<file path="config.mk">
export PLATFORM = sky130hd
export DESIGN_NAME = hazard_sequencer
export DESIGN_NICKNAME = d
export VERILOG_FILES = /design/src/rtl/hazard_pkg.sv /design/src/rtl/hazard_wait_timer.sv /design/src/rtl/hazard_sequencer.sv
export SDC_FILE = /design/constraint.sdc
export NUM_CORES = 1
export LEC_CHECK = 0
export CAP_MARGIN = 20
export CORE_MARGIN = 1.5
export CORE_UTILIZATION = 37
export DETAILED_ROUTE_END_ITERATION = 8
export GPL_ROUTABILITY_DRIVEN = 1
export PLACE_DENSITY_LB_ADDON = 0.2
export SLEW_MARGIN = 20
export SYNTH_ARGS = -nofsm -noshare
export SYNTH_HDL_FRONTEND = slang
export SYNTH_SLANG_ARGS = --single-unit
</file>
<file path="constraint.sdc">
create_clock -name clk -period 1.9 [get_ports clk]
set_input_delay 0.38 -clock clk [delete_from_list [all_inputs] [get_ports clk]]
set_output_delay 0.38 -clock clk [all_outputs]
set_load 0.05 [all_outputs]
</file>
<file path="src/rtl/hazard_pkg.sv">
// hazard_pkg: state encoding and shared constants for the front-end hazard sequencer.
package hazard_pkg;
    typedef enum logic [1:0] {
        HZ_RUN      = 2'd0,
        HZ_FREEZE   = 2'd1,
        HZ_REDIRECT = 2'd2
    } hz_state_t;
    localparam int REG_ADDR_W_DEFAULT = 5;
    localparam int ZERO_REG = 0;
endpackage

</file>
<file path="src/rtl/hazard_wait_timer.sv">
// hazard_wait_timer: saturating dmem_wait counter with a sticky timeout flag.
module hazard_wait_timer #(
    parameter int MAX_WAIT = 15,
    parameter int W        = 4
) (
    input  logic clk,
    input  logic reset,
    input  logic start,
    input  logic count,
    output logic timeout_err
);
    logic [W-1:0] wait_cnt;
    logic         at_max;
    assign at_max = wait_cnt == W'(MAX_WAIT);
    always_ff @(posedge clk or posedge reset) begin
        if (reset) begin
            wait_cnt    <= '0;
            timeout_err <= 1'b0;
        end else begin
            wait_cnt <= start ? W'(1) : count ? (at_max ? wait_cnt : wait_cnt + 1'b1) : '0;
            if (count && at_max) timeout_err <= 1'b1;
        end
    end
endmodule

</file>
<file path="src/rtl/hazard_sequencer.sv">
// hazard_sequencer: PC/IF-ID/ID-EX stall, flush and freeze control for the front end.
// Optional HAZ_PERF_CNT_EN adds stall/flush/freeze event counters.
module hazard_sequencer
    import hazard_pkg::*;
#(
    parameter int REG_ADDR_W = REG_ADDR_W_DEFAULT,
    parameter int MAX_WAIT   = 15,
    parameter int WAIT_CNT_W = 4
) (
    input  logic                  clk,
    input  logic                  reset,
    input  logic                  EX_MemRead,
    input  logic [REG_ADDR_W-1:0] EX_Rt,
    input  logic [REG_ADDR_W-1:0] ID_Rs,
    input  logic [REG_ADDR_W-1:0] ID_Rt,
    input  logic                  ID_UsesRt,
    input  logic                  ID_Jump,
    input  logic                  EX_BranchTaken,
    input  logic                  dmem_wait,
    output logic                  pc_write,
    output logic                  stall_IF_ID,
    output logic                  flush_IF,
    output logic                  flush_ID_EX,
    output logic                  freeze,
    output logic                  timeout_err,
    output logic [1:0]            state_o
`ifdef HAZ_PERF_CNT_EN
    ,
    output logic [31:0]           stall_cycles,
    output logic [31:0]           flush_events,
    output logic [31:0]           freeze_cycles
`endif
);
    hz_state_t state, state_nx;
    logic      pend_redir, pend_nx;
    logic      is_freeze, is_redir, hold, redir, load_use;
    assign is_freeze = state == HZ_FREEZE;
    assign is_redir  = state == HZ_REDIRECT;
    assign load_use  = EX_MemRead && EX_Rt != REG_ADDR_W'(ZERO_REG) &&
                       (EX_Rt == ID_Rs || (ID_UsesRt && EX_Rt == ID_Rt));
    // A memory wait overrides everything, including a redirect in progress.
    assign hold  = dmem_wait || is_freeze;
    assign redir = is_redir || EX_BranchTaken;
    assign pc_write    = !reset && !hold && (redir || !load_use);
    assign stall_IF_ID = !reset && (hold || (!redir && load_use));
    assign freeze      = !reset && hold;
    assign flush_IF    = reset || (!hold && (redir || (!load_use && ID_Jump)));
    assign flush_ID_EX = reset || (!hold && (redir || load_use));
    assign state_o     = state;
    // Encoding 3 falls through to the RUN path.
    assign state_nx = dmem_wait ? HZ_FREEZE :
                      (is_freeze && (pend_redir || EX_BranchTaken)) ? HZ_REDIRECT : HZ_RUN;
    assign pend_nx  = dmem_wait && (is_freeze ? (pend_redir || EX_BranchTaken) :
                                    is_redir || EX_BranchTaken);
    always_ff @(posedge clk or posedge reset) begin
        if (reset) begin
            state      <= HZ_RUN;
            pend_redir <= 1'b0;
        end else begin
            state      <= state_nx;
            pend_redir <= pend_nx;
        end
    end
    hazard_wait_timer #(.MAX_WAIT(MAX_WAIT), .W(WAIT_CNT_W)) u_timer (
        .clk        (clk),
        .reset      (reset),
        .start      (dmem_wait && !is_freeze),
        .count      (dmem_wait && is_freeze),
        .timeout_err(timeout_err)
    );
`ifdef HAZ_PERF_CNT_EN
    always_ff @(posedge clk or posedge reset) begin
        if (reset) begin
            stall_cycles  <= '0;
            flush_events  <= '0;
            freeze_cycles <= '0;
        end else begin
            stall_cycles  <= stall_cycles + 32'(stall_IF_ID);
            flush_events  <= flush_events + 32'(flush_IF);
            freeze_cycles <= freeze_cycles + 32'(freeze);
        end
    end
`endif
endmodule
</file>
* After elaboration in Yosys (flattened, before gate mapping)
Cells that the tools add are included.
** Storage, ports and cells
- Bits in registers :: 8
- Input bits :: 22
- Word-level logic and storage cells :: 49
** Cells by class
- $add $sub $neg :: 1
- Mux-type cells :: 6
- Reduce and logical (&&, ||, !) cells :: 32
- Equality and inequality tests :: 6
** Operators with widths (number)
- logical AND 1 bit :: 16
- 2-to-1 mux 4 bit :: 3
- equality test 5 bit :: 2
- logical OR 1 bit :: 10
- zero test 1 bit :: 5
- nonzero test 5 bit :: 1
- adder 4 x 1 -> 4 bit (second input constant) :: 1
- equality test 4 bit (second input constant) :: 1
- 2-to-1 mux 2 bit :: 2
- inequality test 3 bit (second input constant) :: 1
- equality test 2 x 1 -> 1 bit (second input constant) :: 1
- equality test 2 bit (second input constant) :: 1
- 2-to-1 mux 1 bit :: 1

* Longest topological paths before layout
Gate-level depths: netlist of the first run.
- Word-level depth :: 9
- Gate-level depth with buffers :: 5

* Cells and area by module
Synthesis of the first run repeated with hierarchy kept, for this count alone.
** Second synthesis, totals
- Cells, all modules :: 60
- Area total of the unflattened synthesis :: 555.5 um^2
** By module, submodules not included
- hazard_sequencer :: cells an instance 38, sequential area each 75.1 um^2, area each 316.6 um^2, instances 1
- hazard_wait_timer :: cells an instance 22, sequential area each 125.1 um^2, area each 239.0 um^2, instances 1

* Worst setup path before layout of the first run
Ideal clock, no wire load.
- Path type :: in2out
- Start point :: in EX_Rt[3]
- End point :: out stall_IF_ID
- Path slack :: -0.695 ns
- Arrival :: 2.215 ns
- Cell stages on the path :: 4
- Required time :: 1.520 ns
- Cells stage by stage :: xor2_1 nor4_2 a32oi_1 o31ai_1
** On the way
- Cells in the longest elaborated chain, start to end :: 7
** RTL lines
- start: declaration :: line hazard_sequencer.sv:13 : input logic [REG_ADDR_W-1:0] EX_Rt,
- equality test 5 bit :: line hazard_sequencer.sv:40 : (EX_Rt == ID_Rs || (ID_UsesRt && EX_Rt == ID_Rt));
- logical AND 1 bit :: line hazard_sequencer.sv:40
- logical OR 1 bit :: line hazard_sequencer.sv:40
- logical AND 1 bit (*) :: line hazard_sequencer.sv:39 : assign load_use = EX_MemRead && EX_Rt != REG_ADDR_W'(ZERO_REG) &&
- logical AND 1 bit (*) :: line hazard_sequencer.sv:45 : assign stall_IF_ID = !reset && (hold || (!redir && load_use));
- logical OR 1 bit (*) :: line hazard_sequencer.sv:45
- logical AND 1 bit (*) :: line hazard_sequencer.sv:45
- end: declaration :: line hazard_sequencer.sv:21 : output logic stall_IF_ID,
Mark *: on every way between the ends. The rest lies on a longest branch, timed or not.

* Final worst setup path of the first run
- Start point :: in ID_Rt[2]
- End point :: out pc_write
** On the way
- Cells in the longest elaborated chain, start to end :: 7
** RTL lines
- start: declaration :: line hazard_sequencer.sv:15 : input logic [REG_ADDR_W-1:0] ID_Rt,
- equality test 5 bit :: line hazard_sequencer.sv:40
- logical AND 1 bit :: line hazard_sequencer.sv:40
- logical OR 1 bit :: line hazard_sequencer.sv:40
- logical AND 1 bit :: line hazard_sequencer.sv:39
- zero test 1 bit :: line hazard_sequencer.sv:44 : assign pc_write = !reset && !hold && (redir || !load_use);
- logical OR 1 bit :: line hazard_sequencer.sv:44
- logical AND 1 bit :: line hazard_sequencer.sv:44
- end: declaration :: line hazard_sequencer.sv:20 : output logic pc_write,
No other way between the ends.

==> results_tabular.tex, run 1 <==
\begin{tabular}{lr}
\hline
Metric & Value \\
\hline
\multicolumn{2}{l}{\textbf{Outcome}} \\
\quad Status & finished with violations \\
\quad Violated checks & setup timing \\
\multicolumn{2}{l}{\textbf{Global route}} \\
\quad Initial antenna violation count & 0 \\
\quad Gr ovfl total & 0 \\
\quad Global-route wire length before repair & 3243 um \\
\quad Maximum number of pins on one net before global-route repair & 9 \\
\quad Vias in the first global route & approximately 700 \\
\quad Total GRT Usage & between 20\% and 30\% \\
\multicolumn{2}{l}{\textbf{Worst hold path}} \\
\quad Class of the tightest hold or removal check & flip-flop to flip-flop \\
\multicolumn{2}{l}{\textbf{Floorplanning}} \\
\quad Std-Cell Rows & 13 \\
\quad Placeable core region & between 1000 and 1500 um2 \\
\quad Initial core utilization & 41.33\% \\
\quad I/O pin cnt & 30 \\
\quad Total die area & 1750 um2 \\
\quad Width of the die & 41.84 um \\
\quad Die boundary height & between 40 and 50 um \\
\multicolumn{2}{l}{\textbf{Clocking}} \\
\quad Library cell used as clock root buffer & sky130\_fd\_sc\_hd\_\_clkbuf\_4 \\
\quad Clock Path Buffers & 2 \\
\quad Hold-fix buffers, CTS & 0 \\
\quad CTS Sinks & 8 \\
\quad Clk\_lat worst skew & 0.27 ns \\
\quad Number of buffers inserted during clock tree synthesis & 3 \\
\quad Maximum level of the CTS H-tree & 1 \\
\quad Clock transition at the register clock pins on the worst setup and hold paths after CTS & roughly 0.07 ns \\
\quad TritonCTS clock tree & built \\
\multicolumn{2}{l}{\textbf{Cells and area}} \\
\quad Share of final-layout standard cells stronger than drive strength 1 & 47.12\% \\
\quad Count of antenna diodes in the layout & 0 \\
\quad FILL cells & 76 \\
\quad Fin nets & 128 \\
\quad Layout area overhead & 102.5\% \\
\quad Final Util & 83.69\% \\
\quad Final Instance Count excl. Fillers & 119 \\
\multicolumn{2}{l}{\textbf{Worst setup path}} \\
\quad Required arrival time at the worst endpoint & 1.52 ns \\
\quad Largest fanout of any net on the critical path & 4 \\
\quad Arrival time of data at the critical path endpoint & 1.76 ns \\
\quad CP endpoint kind & output port \\
\quad Crit Path Class & primary input to output port \\
\quad Startpoint types & primary input \\
\multicolumn{2}{l}{\textbf{Synth}} \\
\quad Post-synth cell types & 28 \\
\quad Area fraction of the dominant cell type after synthesis & 35.87\% \\
\quad Top cells by area, synth & sky130\_fd\_sc\_hd\_\_dfrtp\_1 36\%, sky130\_fd\_sc\_hd\_\_xor2\_1 14\%, sky130\_fd\_sc\_hd\_\_nor2\_1 4.0\%, sky130\_fd\_sc\_hd\_\_nor3\_1 3.6\%, sky130\_fd\_sc\_hd\_\_o31a\_1 3.1\% \\
\quad Proportion of synthesized flip-flops having asynchronous set or reset & 100.0\% \\
\quad Avg Inst Size Synth & 9.301 um2 \\
\quad Cells after synthesis & 60 \\
\quad Main flop type after synthesis & sky130\_fd\_sc\_hd\_\_dfrtp\_1 \\
\quad Post-Syn Nets & 83 \\
\quad Yosys reg bits & 8 \\
\quad Most area-hungry cell type in the Yosys netlist & sky130\_fd\_sc\_hd\_\_dfrtp\_1 \\
\quad Number of synthesized flops with an enable pin & 0 \\
\quad Register area share after synthesis & 35.87\% \\
\quad Total standard cell area after synthesis & 558.0 um2 \\
\quad Count of warnings emitted by yosys & 0 \\
\multicolumn{2}{l}{\textbf{STA}} \\
\quad Max Fclk & approximately 0.47 GHz \\
\quad Worst-case clock skew & 0.01873 ns \\
\quad Min Clock Period, post-route & about 2.1 ns \\
\quad Final Setup Violations & 4 \\
\quad Post-route clock period utilization & 112.6\% \\
\quad Crit path setup slack, layout & -0.2386 ns \\
\quad Unrepaired setup endpoints after global routing & yes \\
\quad Transition at the pin with the smallest max-transition slack & 0.4982 ns \\
\quad Worst hold slack & $\sim$0.5 ns \\
\quad Number of hold violations in the final report & 0 \\
\quad Worst rel slew slack & between 60 and 70\% \\
\quad Number of slew-limit violations in the final report & 0 \\
\multicolumn{2}{l}{\textbf{Routing}} \\
\quad Detailed Route Iter0 Violations & 18 \\
\quad Post-detailed-routing wire length & 2107 um \\
\quad Vias post-DR & around 670 \\
\quad Via-to-Cell Ratio & 5.647 \\
\quad First-pass iteration count of the detailed router & 4 \\
\quad DRC violations left & 0 \\
\quad Detail-routed net length per standard cell & 17.71 um \\
\quad Remaining antenna violation count after routing & 0 \\
\multicolumn{2}{l}{\textbf{Pwr}} \\
\quad Total power divided by cell area & $\sim$500 nW/um2 \\
\quad Max rail drop VDD & 613.1 uV \\
\quad Total chip power & 576.9 uW \\
\quad Leakage component of the power & a little over 0.0005 uW \\
\multicolumn{2}{l}{\textbf{Place}} \\
\quad Input/output buffers & 29 \\
\quad HPWL Detailed & 1500 um \\
\quad Worst slack at placement & -0.6789 ns \\
\quad Number of cells after detailed placement & 113 \\
\quad Weighted congestion reported at the end of routability-driven placement & slightly above 0.8 \\
\multicolumn{2}{l}{\textbf{Flow run}} \\
\quad Max-cap violations & 0 \\
\hline
\end{tabular}
[synth_stat cells, types with 2 or more instances]
cell type	number
sky130_fd_sc_hd__nor3_1	4
sky130_fd_sc_hd__nand3_1	2
sky130_fd_sc_hd__nor2_1	6
sky130_fd_sc_hd__xor2_1	9
sky130_fd_sc_hd__o31a_1	2
sky130_fd_sc_hd__inv_1	3
sky130_fd_sc_hd__o21ai_0	2
sky130_fd_sc_hd__xnor2_1	2
sky130_fd_sc_hd__a21oi_1	2
sky130_fd_sc_hd__dfrtp_1	8
sky130_fd_sc_hd__nand2_1	2
sky130_fd_sc_hd__nor2b_1	2
[timing repair]
item,CTS,global route
pin swaps,16,2
setup buffers,2,0
resized for setup,54,4
endpoints found under the hold margin,0,0
setup endpoints to repair,4,5
[sequential cells by signal, summed over array words and instances (netlist names)]
| signal | flops |
|---|---|
| u_timer.wait_cnt | 4 |
| pend_redir | 1 |
| u_timer.timeout_err | 1 |
| state_o | 2 |
[cell usage in the layout, fill, tap and decap left out, types with 2 or more instances in the layout]
| cell | instances |
|---|---|
| sky130_fd_sc_hd__buf_4 | 12 |
| sky130_fd_sc_hd__buf_2 | 4 |
| sky130_fd_sc_hd__xor2_2 | 5 |
| sky130_fd_sc_hd__nor3_1 | 3 |
| sky130_fd_sc_hd__nor2b_1 | 2 |
| sky130_fd_sc_hd__inv_1 | 2 |
| sky130_fd_sc_hd__o31a_2 | 2 |
| sky130_fd_sc_hd__clkbuf_4 | 3 |
| sky130_fd_sc_hd__clkdlybuf4s50_1 | 6 |
| sky130_fd_sc_hd__dfrtp_1 | 6 |
| sky130_fd_sc_hd__buf_6 | 4 |
| sky130_fd_sc_hd__xor2_1 | 4 |
| sky130_fd_sc_hd__nor2_1 | 5 |
| sky130_fd_sc_hd__nand3_1 | 2 |
| sky130_fd_sc_hd__nand2_1 | 2 |
| sky130_fd_sc_hd__a21oi_1 | 2 |
| sky130_fd_sc_hd__buf_12 | 5 |
| sky130_fd_sc_hd__dlygate4sd2_1 | 9 |
| sky130_fd_sc_hd__dfrtp_2 | 2 |
[layout make-up]
type / count / area [um2] / share of cell area [%]
Inverter: 3 / 11.26 / 0.9967
Multi-Input combinational cell: 48 / 465.4 / 41.20
Clock buffer: 4 / 26.28 / 2.326
Sequential cell: 8 / 202.7 / 17.94
Tap cell: 15 / 18.77 / 1.661
Timing Repair Buffer: 41 / 405.4 / 35.88
[metal layers]
metal  up-vias  GRT usage, %  wire length (um)
li1        299             -                 -
met1       301         23.32               672
met4         0         17.42               143
met3        16         4.783               145
met5         -             0                 0
met2        56         48.13              1145
[critical path, cell delays in order]
cell	delay, ns
sky130_fd_sc_hd__buf_6	0.10
sky130_fd_sc_hd__xor2_2	0.17
sky130_fd_sc_hd__nor4_4	0.33
sky130_fd_sc_hd__a32oi_4	0.22
sky130_fd_sc_hd__o31a_2	0.41
sky130_fd_sc_hd__buf_12	0.15
[worst paths after layout]
kind | start | end | slack (ns) | cells after the start
setup / recovery | ID_Rt[2] | pc_write | -0.24 | 6
hold / removal | u_timer.timeout_err$_DFFE_PP0P_ | u_timer.timeout_err$_DFFE_PP0P_ | 0.50 | 1
setup reg to reg | u_timer.wait_cnt[0]$_DFFE_PP0P_ | u_timer.wait_cnt[0]$_DFFE_PP0P_ | 0.52 | 4
hold reg to reg | u_timer.timeout_err$_DFFE_PP0P_ | u_timer.timeout_err$_DFFE_PP0P_ | 0.50 | 1
max in group asynchronous | reset | u_timer.wait_cnt[2]$_DFFE_PP0P_ | 1.16 | 4
min in group asynchronous | reset | state_o[1]$_DFF_PP0_ | 0.59 | 4
[logic make-up (layout without fill, tap and decap cells)]
| logic type | count (synthesis) | count (layout) | synth area share [%] |
|---|---|---|---|
| buffers and inverters | 4 | 48 | 2.690 |
| adder cells (fa/ha/maj) | 1 | 1 | 2.242 |
| XOR/XNOR | 11 | 11 | 17.27 |
| flip-flops | 8 | 8 | 35.87 |
| multiplexers | 1 | 1 | 1.794 |
| AO/OA/AOI/OAI | 16 | 16 | 22.20 |
| AND/OR/NAND/NOR | 19 | 19 | 17.94 |
[per-stage QoR]
step                      area, um2  setup TNS (ns)
after floorplan               599.3         -0.3376
after global placement         1027          -2.223
after detailed placement       1027          -2.531
after CTS                      1112         -0.6442
after global routing           1130         -0.8971
final                          1130         -0.7757
[report_power, final]
group | leakage, uW | internal [uW] | total, uW | switching, uW
clock | 0.0000150 | 80.7 | 148 | 67.7
combinational | 0.000385 | 117 | 245 | 127
sequential | 0.000103 | 177 | 184 | 6.53
No activity file was read; power rests on OpenSTA's default activity.
==> run 2, diff against run 1 <==
--- a/config.mk
+++ b/config.mk
@@ -11,7 +11,7 @@
 export DETAILED_ROUTE_END_ITERATION = 8
 export GPL_ROUTABILITY_DRIVEN = 1
 export PLACE_DENSITY_LB_ADDON = 0.2
-export SLEW_MARGIN = 20
+export SLEW_MARGIN = 0
 export SYNTH_ARGS = -nofsm -noshare
 export SYNTH_HDL_FRONTEND = slang
 export SYNTH_SLANG_ARGS = --single-unit
==> results of run 2 <==
Same layout as run 1: the final DEF is identical, and so are final timing and power.
==> run 3, diff against run 2 <==
--- a/config.mk
+++ b/config.mk
@@ -10,6 +10,7 @@
 export CORE_UTILIZATION = 37
 export DETAILED_ROUTE_END_ITERATION = 8
 export GPL_ROUTABILITY_DRIVEN = 1
+export HOLD_SLACK_MARGIN = 0.15
 export PLACE_DENSITY_LB_ADDON = 0.2
 export SLEW_MARGIN = 0
 export SYNTH_ARGS = -nofsm -noshare
==> results of run 3 <==
Same layout as run 1: the final DEF is identical, and so are final timing and power.
